===== src/rtl/mem_rd_assembler.sv =====
// Load-data assembler: rotates/merges dcache lines or takes IO data, size-masks, strobes result.
// Optional sign fill of upper bytes when MEM_RD_SIGN_EXT_EN is defined.
module mem_rd_assembler #(
  parameter int LINE_BYTES = 16,
  parameter int OUT_BYTES  = 8,
  parameter int IO_W       = 32
) (
  input  logic                            clk,
  input  logic                            rst_n,
  input  logic                            req_vld,
  output logic                            req_rdy,
  input  logic [$clog2(LINE_BYTES)-1:0]   req_offset,
  input  logic [$clog2(OUT_BYTES):0]      req_size,
  input  logic                            req_io,
  input  logic                            req_signed,
  input  logic                            flush,
  input  logic                            dc_hit,
  input  logic [LINE_BYTES*8-1:0]         dc_rd_data,
  output logic                            acc2,
  input  logic                            io_ack,
  input  logic [IO_W-1:0]                 io_rd_data,
  output logic                            rd_vld,
  output logic [OUT_BYTES*8-1:0]          rd_data
);

  localparam int OW = $clog2(LINE_BYTES);
  localparam int SW = $clog2(OUT_BYTES) + 1;
  localparam int DW = OUT_BYTES * 8;

  typedef enum logic [2:0] {
    S_IDLE, S_ACC1, S_ACC2, S_IOW, S_RESP
  } state_t;

  state_t          r_state;
  state_t          w_next;
  logic [OW-1:0]   r_off;
  logic [SW-1:0]   r_size;
  logic            r_io;
  logic            r_sgn;
  logic [DW-1:0]   r_mdr;
  logic [DW-1:0]   r_data;
  logic [SW-1:0]   w_size;
  logic [DW-1:0]   w_rot;
  logic [DW-1:0]   w_asm;
  logic [DW-1:0]   w_res;
  logic            w_split;
  logic            w_done;
  logic            w_fill;
  logic            w_take;

  assign w_take = (r_state == S_IDLE) && req_vld;

  // Out-of-range sizes mean a full-width load.
  assign w_size = (req_size == '0 || int'(req_size) > OUT_BYTES)
                ? SW'(OUT_BYTES) : req_size;

  assign w_split = (int'(r_off) + int'(r_size)) > LINE_BYTES;

  always_ff @(posedge clk or negedge rst_n) begin
    if (!rst_n) r_state <= S_IDLE;
    else        r_state <= w_next;
  end

  always_comb begin
    w_next = r_state;
    case (r_state)
      S_IDLE: if (req_vld) w_next = req_io ? S_IOW : S_ACC1;
      S_ACC1: begin
        if (flush)       w_next = S_IDLE;
        else if (dc_hit) w_next = w_split ? S_ACC2 : S_RESP;
      end
      S_ACC2: begin
        if (flush)       w_next = S_IDLE;
        else if (dc_hit) w_next = S_RESP;
      end
      S_IOW: begin
        if (flush)       w_next = S_IDLE;
        else if (io_ack) w_next = S_RESP;
      end
      S_RESP:  w_next = S_IDLE;
      default: w_next = S_IDLE;
    endcase
  end

  always_comb begin
    req_rdy = (r_state == S_IDLE);
    acc2    = (r_state == S_ACC2);
    rd_vld  = (r_state == S_RESP);
  end

  assign w_done = !flush &&
                  ((r_state == S_ACC1 && dc_hit && !w_split) ||
                   (r_state == S_ACC2 && dc_hit) ||
                   (r_state == S_IOW  && io_ack));

  always_comb begin
    w_rot = '0;
    for (int i = 0; i < OUT_BYTES; i++)
      w_rot[i*8 +: 8] =
        dc_rd_data[8*((i + int'(r_off)) % LINE_BYTES) +: 8];
  end

  // Second access: bytes still inside the first line come from the MDR.
  always_comb begin
    w_asm = '0;
    unique case (1'b1)
      (r_state == S_IOW):  w_asm[IO_W-1:0] = io_rd_data;
      (r_state == S_ACC2): begin
        for (int i = 0; i < OUT_BYTES; i++)
          w_asm[i*8 +: 8] = (i + int'(r_off) < LINE_BYTES)
                          ? r_mdr[i*8 +: 8] : w_rot[i*8 +: 8];
      end
      default:             w_asm = w_rot;
    endcase
  end

`ifdef MEM_RD_SIGN_EXT_EN
  assign w_fill = r_sgn && w_asm[8*int'(r_size)-1];
`else
  logic w_unused_sgn;
  assign w_unused_sgn = r_sgn;
  assign w_fill       = 1'b0;
`endif

  always_comb begin
    w_res = w_asm;
    for (int i = 0; i < OUT_BYTES; i++)
      if (i >= int'(r_size)) w_res[i*8 +: 8] = {8{w_fill}};
  end

  always_ff @(posedge clk or negedge rst_n) begin
    if (!rst_n) begin
      r_off  <= '0;
      r_size <= SW'(OUT_BYTES);
      r_io   <= 1'b0;
      r_sgn  <= 1'b0;
      r_mdr  <= '0;
      r_data <= '0;
    end else begin
      if (w_take) begin
        r_off  <= req_offset;
        r_size <= w_size;
        r_io   <= req_io;
        r_sgn  <= req_signed;
      end
      if (r_state == S_ACC1 && dc_hit && w_split && !flush)
        r_mdr <= w_rot;
      if (w_done)
        r_data <= w_res;
    end
  end

  assign rd_data = r_data;

endmodule

===== config.mk =====
export PLATFORM = sky130hd
export DESIGN_NAME = mem_rd_assembler
export DESIGN_NICKNAME = d
export VERILOG_FILES = /design/src/rtl/mem_rd_assembler.sv
export SDC_FILE = /design/constraint.sdc
export NUM_CORES = 1
export LEC_CHECK = 0
export ABC_AREA = 1
export BUFFER_PORTS_ARGS = -buffer_cell sky130_fd_sc_hd__buf_2
export CORE_ASPECT_RATIO = 0.5
export CORE_MARGIN = 5
export CORE_UTILIZATION = 35
export CTS_CLUSTER_SIZE = 16
export DETAILED_ROUTE_END_ITERATION = 7
export SYNTH_ARGS = -nofsm -noshare
export SYNTH_HDL_FRONTEND = slang
export SYNTH_SLANG_ARGS = --single-unit

===== constraint.sdc =====
create_clock -name clk -period 3.1 [get_ports clk]
set_input_delay 0 -clock clk [delete_from_list [all_inputs] [get_ports clk]]
set_output_delay 0 -clock clk [all_outputs]
set_load 0.1 [all_outputs]

==> results.json <==
{
  "seqCellArea_sq_um": 3480,
  "final_core_util_pct": 43.4,
  "diodes": 0,
  "hold_viol": 0,
  "num_vias": 15508,
  "nNetsFinal": 2454,
  "r2r_end": "r_state[1]",
  "synth_enable_flop_cells": 0,
  "cp.required_ps": 3430,
  "synth-seq-cells": 139,
  "cpMostUsedCell": "nand2_1",
  "ys_async_sr_fraction_pct": 100,
  "area_delta_synth_final_pct": 22.7,
  "num_io_pins": 243,
  "grt_pass1_vias": 14096,
  "drv_slew": 0,
  "syn_inst": 2020,
  "cp.depth": 12,
  "ff2ff_path_depth": 12,
  "htree_levels": 4,
  "antenna_found_initial": 0,
  "initial_utilization_pct": 35.4,
  "rr_startpoint": "r_off[1]",
  "synth_warnings": 0,
  "finalCriticalPeriod_ps": 2930,
  "critPathCaptureType": "flop",
  "crit_type": "reg2reg",
  "skew_ps": 11.7,
  "setup_viol": 0,
  "wl_per_cell_microns": 21.0,
  "hpwlAfterDp_microns": 44200,
  "crit_family": "buffers and inverters",
  "grt_remaining_overflow": 0,
  "grt_pass1_wl_microns": 85800,
  "cts_made_buffers": 17,
  "hold_path_end": "rd_data[26]",
  "die-area_sq_um": 38800,
  "die_y_microns": 142,
  "max_cap_violations": 0,
  "worstPathCellList": "inv_2, fa_1, inv_1, nand2_1, a21oi_1, nand3_1, nand2_1, o21ai_1, nand2_1, dlygate4sd3_1, o21ai_0, dlygate4sd3_1",
  "fmax_mhz": 341,
  "grt_usage_pct": 29.0,
  "hp-class": "in2reg",
  "cts.sinks": 139,
  "io_buffers": 241,
  "syn-cell-area_sq_um": 12200,
  "drc_errors": 0,
  "crit_buf_inv": 4,
  "rows": 48,
  "drtAntennaViolNets": 0,
  "min_path_cells": 5,
  "cp_slowest_cell": "dlygate4sd3_1",
  "dp.cells": 2668,
  "clkSlewWorstSetupHoldPaths_ps": 60,
  "multi_input_area_sq_um": 7650,
  "ys_types": 31,
  "clk-insertion-delay-late_ps": 450,
  "routed_wirelength_microns": 57900,
  "synth_area_per_cell_sq_um": 6.02,
  "layout_common_cells": "nand3_1 (714), nand2_1 (705), buf_2 (240), dfrtp_1 (136), o21ai_0 (82)",
  "final_common_cell": "nand3_1",
  "dr.pass1.iters": 6,
  "status": "finished, final reports clean",
  "grt_max_degree": 111,
  "finalInstanceArea_sq_um": 14900,
  "rsz0062_at_grt": "no",
  "place_area_sq_um": 13800,
  "seq_area_frac_synth_pct": 28.6,
  "tns_ps": 0,
  "hp-start": "io_rd_data[26]",
  "reg2reg_setup_slack_ps": 170,
  "worst_pin_slew_ps": 910,
  "clockBufferDepth": 2,
  "cts_tree": "done",
  "syn-num-nets": 2210,
  "drt_iter0_markers": 2436,
  "drive_above_1_share_pct": 16.2,
  "die_w_microns": 274,
  "gp_congestion": 1.09,
  "clockRootBuffer": "clkbuf_16",
  "ys.flop_type": "dfrtp_1",
  "relSlewSlack_pct": 39.1,
  "arrival_ps": 3260,
  "stdcell_count": 2752,
  "start_kind": "flop",
  "fill_cells": 3756,
  "design.core.area_sq_um": 34400,
  "viasPerCell": 5.64,
  "post-route-period-util_pct": 94.5,
  "cpPeakStageDelay_ps": 550,
  "path_max_fanout": 7
}
per-stage QoR:
stage / setup slack (ps) / hold WS, ps
2_1_floorplan: 627 / -296
3_3_place_gp: 302 / 43.2
3_5_place_dp: 263 / 32.2
4_1_cts: 92.4 / 37.3
5_1_grt: 19.9 / 118
6_report: 170 / 48.4
logic make-up (layout without fill, tap and decap cells):
| family | Yosys count | after routing | synth area share, % |
|---|---|---|---|
| AOI/OAI and AO/OA | 168 | 168 | 7.23 |
| xor gates and xnor gates | 5 | 5 | 0.762 |
| adders and majority gates | 14 | 14 | 1.50 |
| buffers and inverters | 215 | 472 | 8.45 |
| DFF | 139 | 139 | 28.6 |
| and+or+nand+nor | 1479 | 1479 | 53.4 |
area by class of cell:
class | count | area share [%]
sequential | 139 | 23.4
multi-input combinational | 1666 | 51.3
tap | 475 | 3.99
timing repair buffer | 349 | 14.8
inverter | 91 | 2.30
clock buffer | 19 | 2.97
clock inverter | 13 | 1.28
sequential cells by signal, indices dropped and copies added (netlist names):
name     flops
r_size       4
r_mdr       64
rd_data     64
r_off        4
r_state      3
cell usage after synthesis, types with 2 or more instances:
library cell / n / area [sq um]
a21oi_1: 28 / 140
a22oi_1: 8 / 60.1
buf_1: 17 / 63.8
buf_2: 41 / 205
buf_4: 23 / 173
buf_6: 11 / 124
clkbuf_1: 32 / 120
dfrtp_1: 138 / 3450
ha_1: 13 / 163
inv_1: 80 / 300
inv_2: 11 / 41.3
nand2_1: 706 / 2650
nand2_2: 4 / 25.0
nand3_1: 714 / 3570
nor2_1: 44 / 165
nor2_2: 7 / 43.8
nor2_4: 2 / 22.5
o21ai_0: 83 / 415
o21ai_1: 44 / 220
xnor2_2: 2 / 32.5
xor2_2: 2 / 32.5
worst max-delay path by stage:
stage / start / to / slack, ps
floorplan: r_off[1] / rd_data[0] / 630
global route: r_off[1] / r_state[1] / 20
detailed placement: r_off[0] / rd_data[9] / 260
global placement: r_off[0] / rd_data[9] / 300
CTS: r_off[0] / r_state[1] / 90
finish: r_off[1] / r_state[1] / 170
worst reg2reg max path: stages, from the launching register on:
cell	delay [ps]
dfrtp_2	510
inv_2	120
fa_1	460
inv_1	80
nand2_1	50
a21oi_1	130
nand3_1	110
nand2_1	100
o21ai_1	60
nand2_1	60
dlygate4sd3_1	540
o21ai_0	70
dlygate4sd3_1	550
what timing repair did:
action / in CTS / in global routing
buffers inserted: 0 / 4
endpoints found under the hold margin: 100 / 0
resized for setup: 0 / 2
setup endpoints to repair: 0 / 1
hold buffers: 48 / 0
routing by layer:
layer	GRT usage (%)	vias up	share of wire [%]
met4	14.3	0	5.1
met2	41.9	859	41
met5	0	-	0
met3	8.06	168	11
li1	-	7298	-
met1	39.9	7183	42
Power is not shown: default switching activity piles up to over one toggle a cycle in this logic, so the estimate is an artifact.
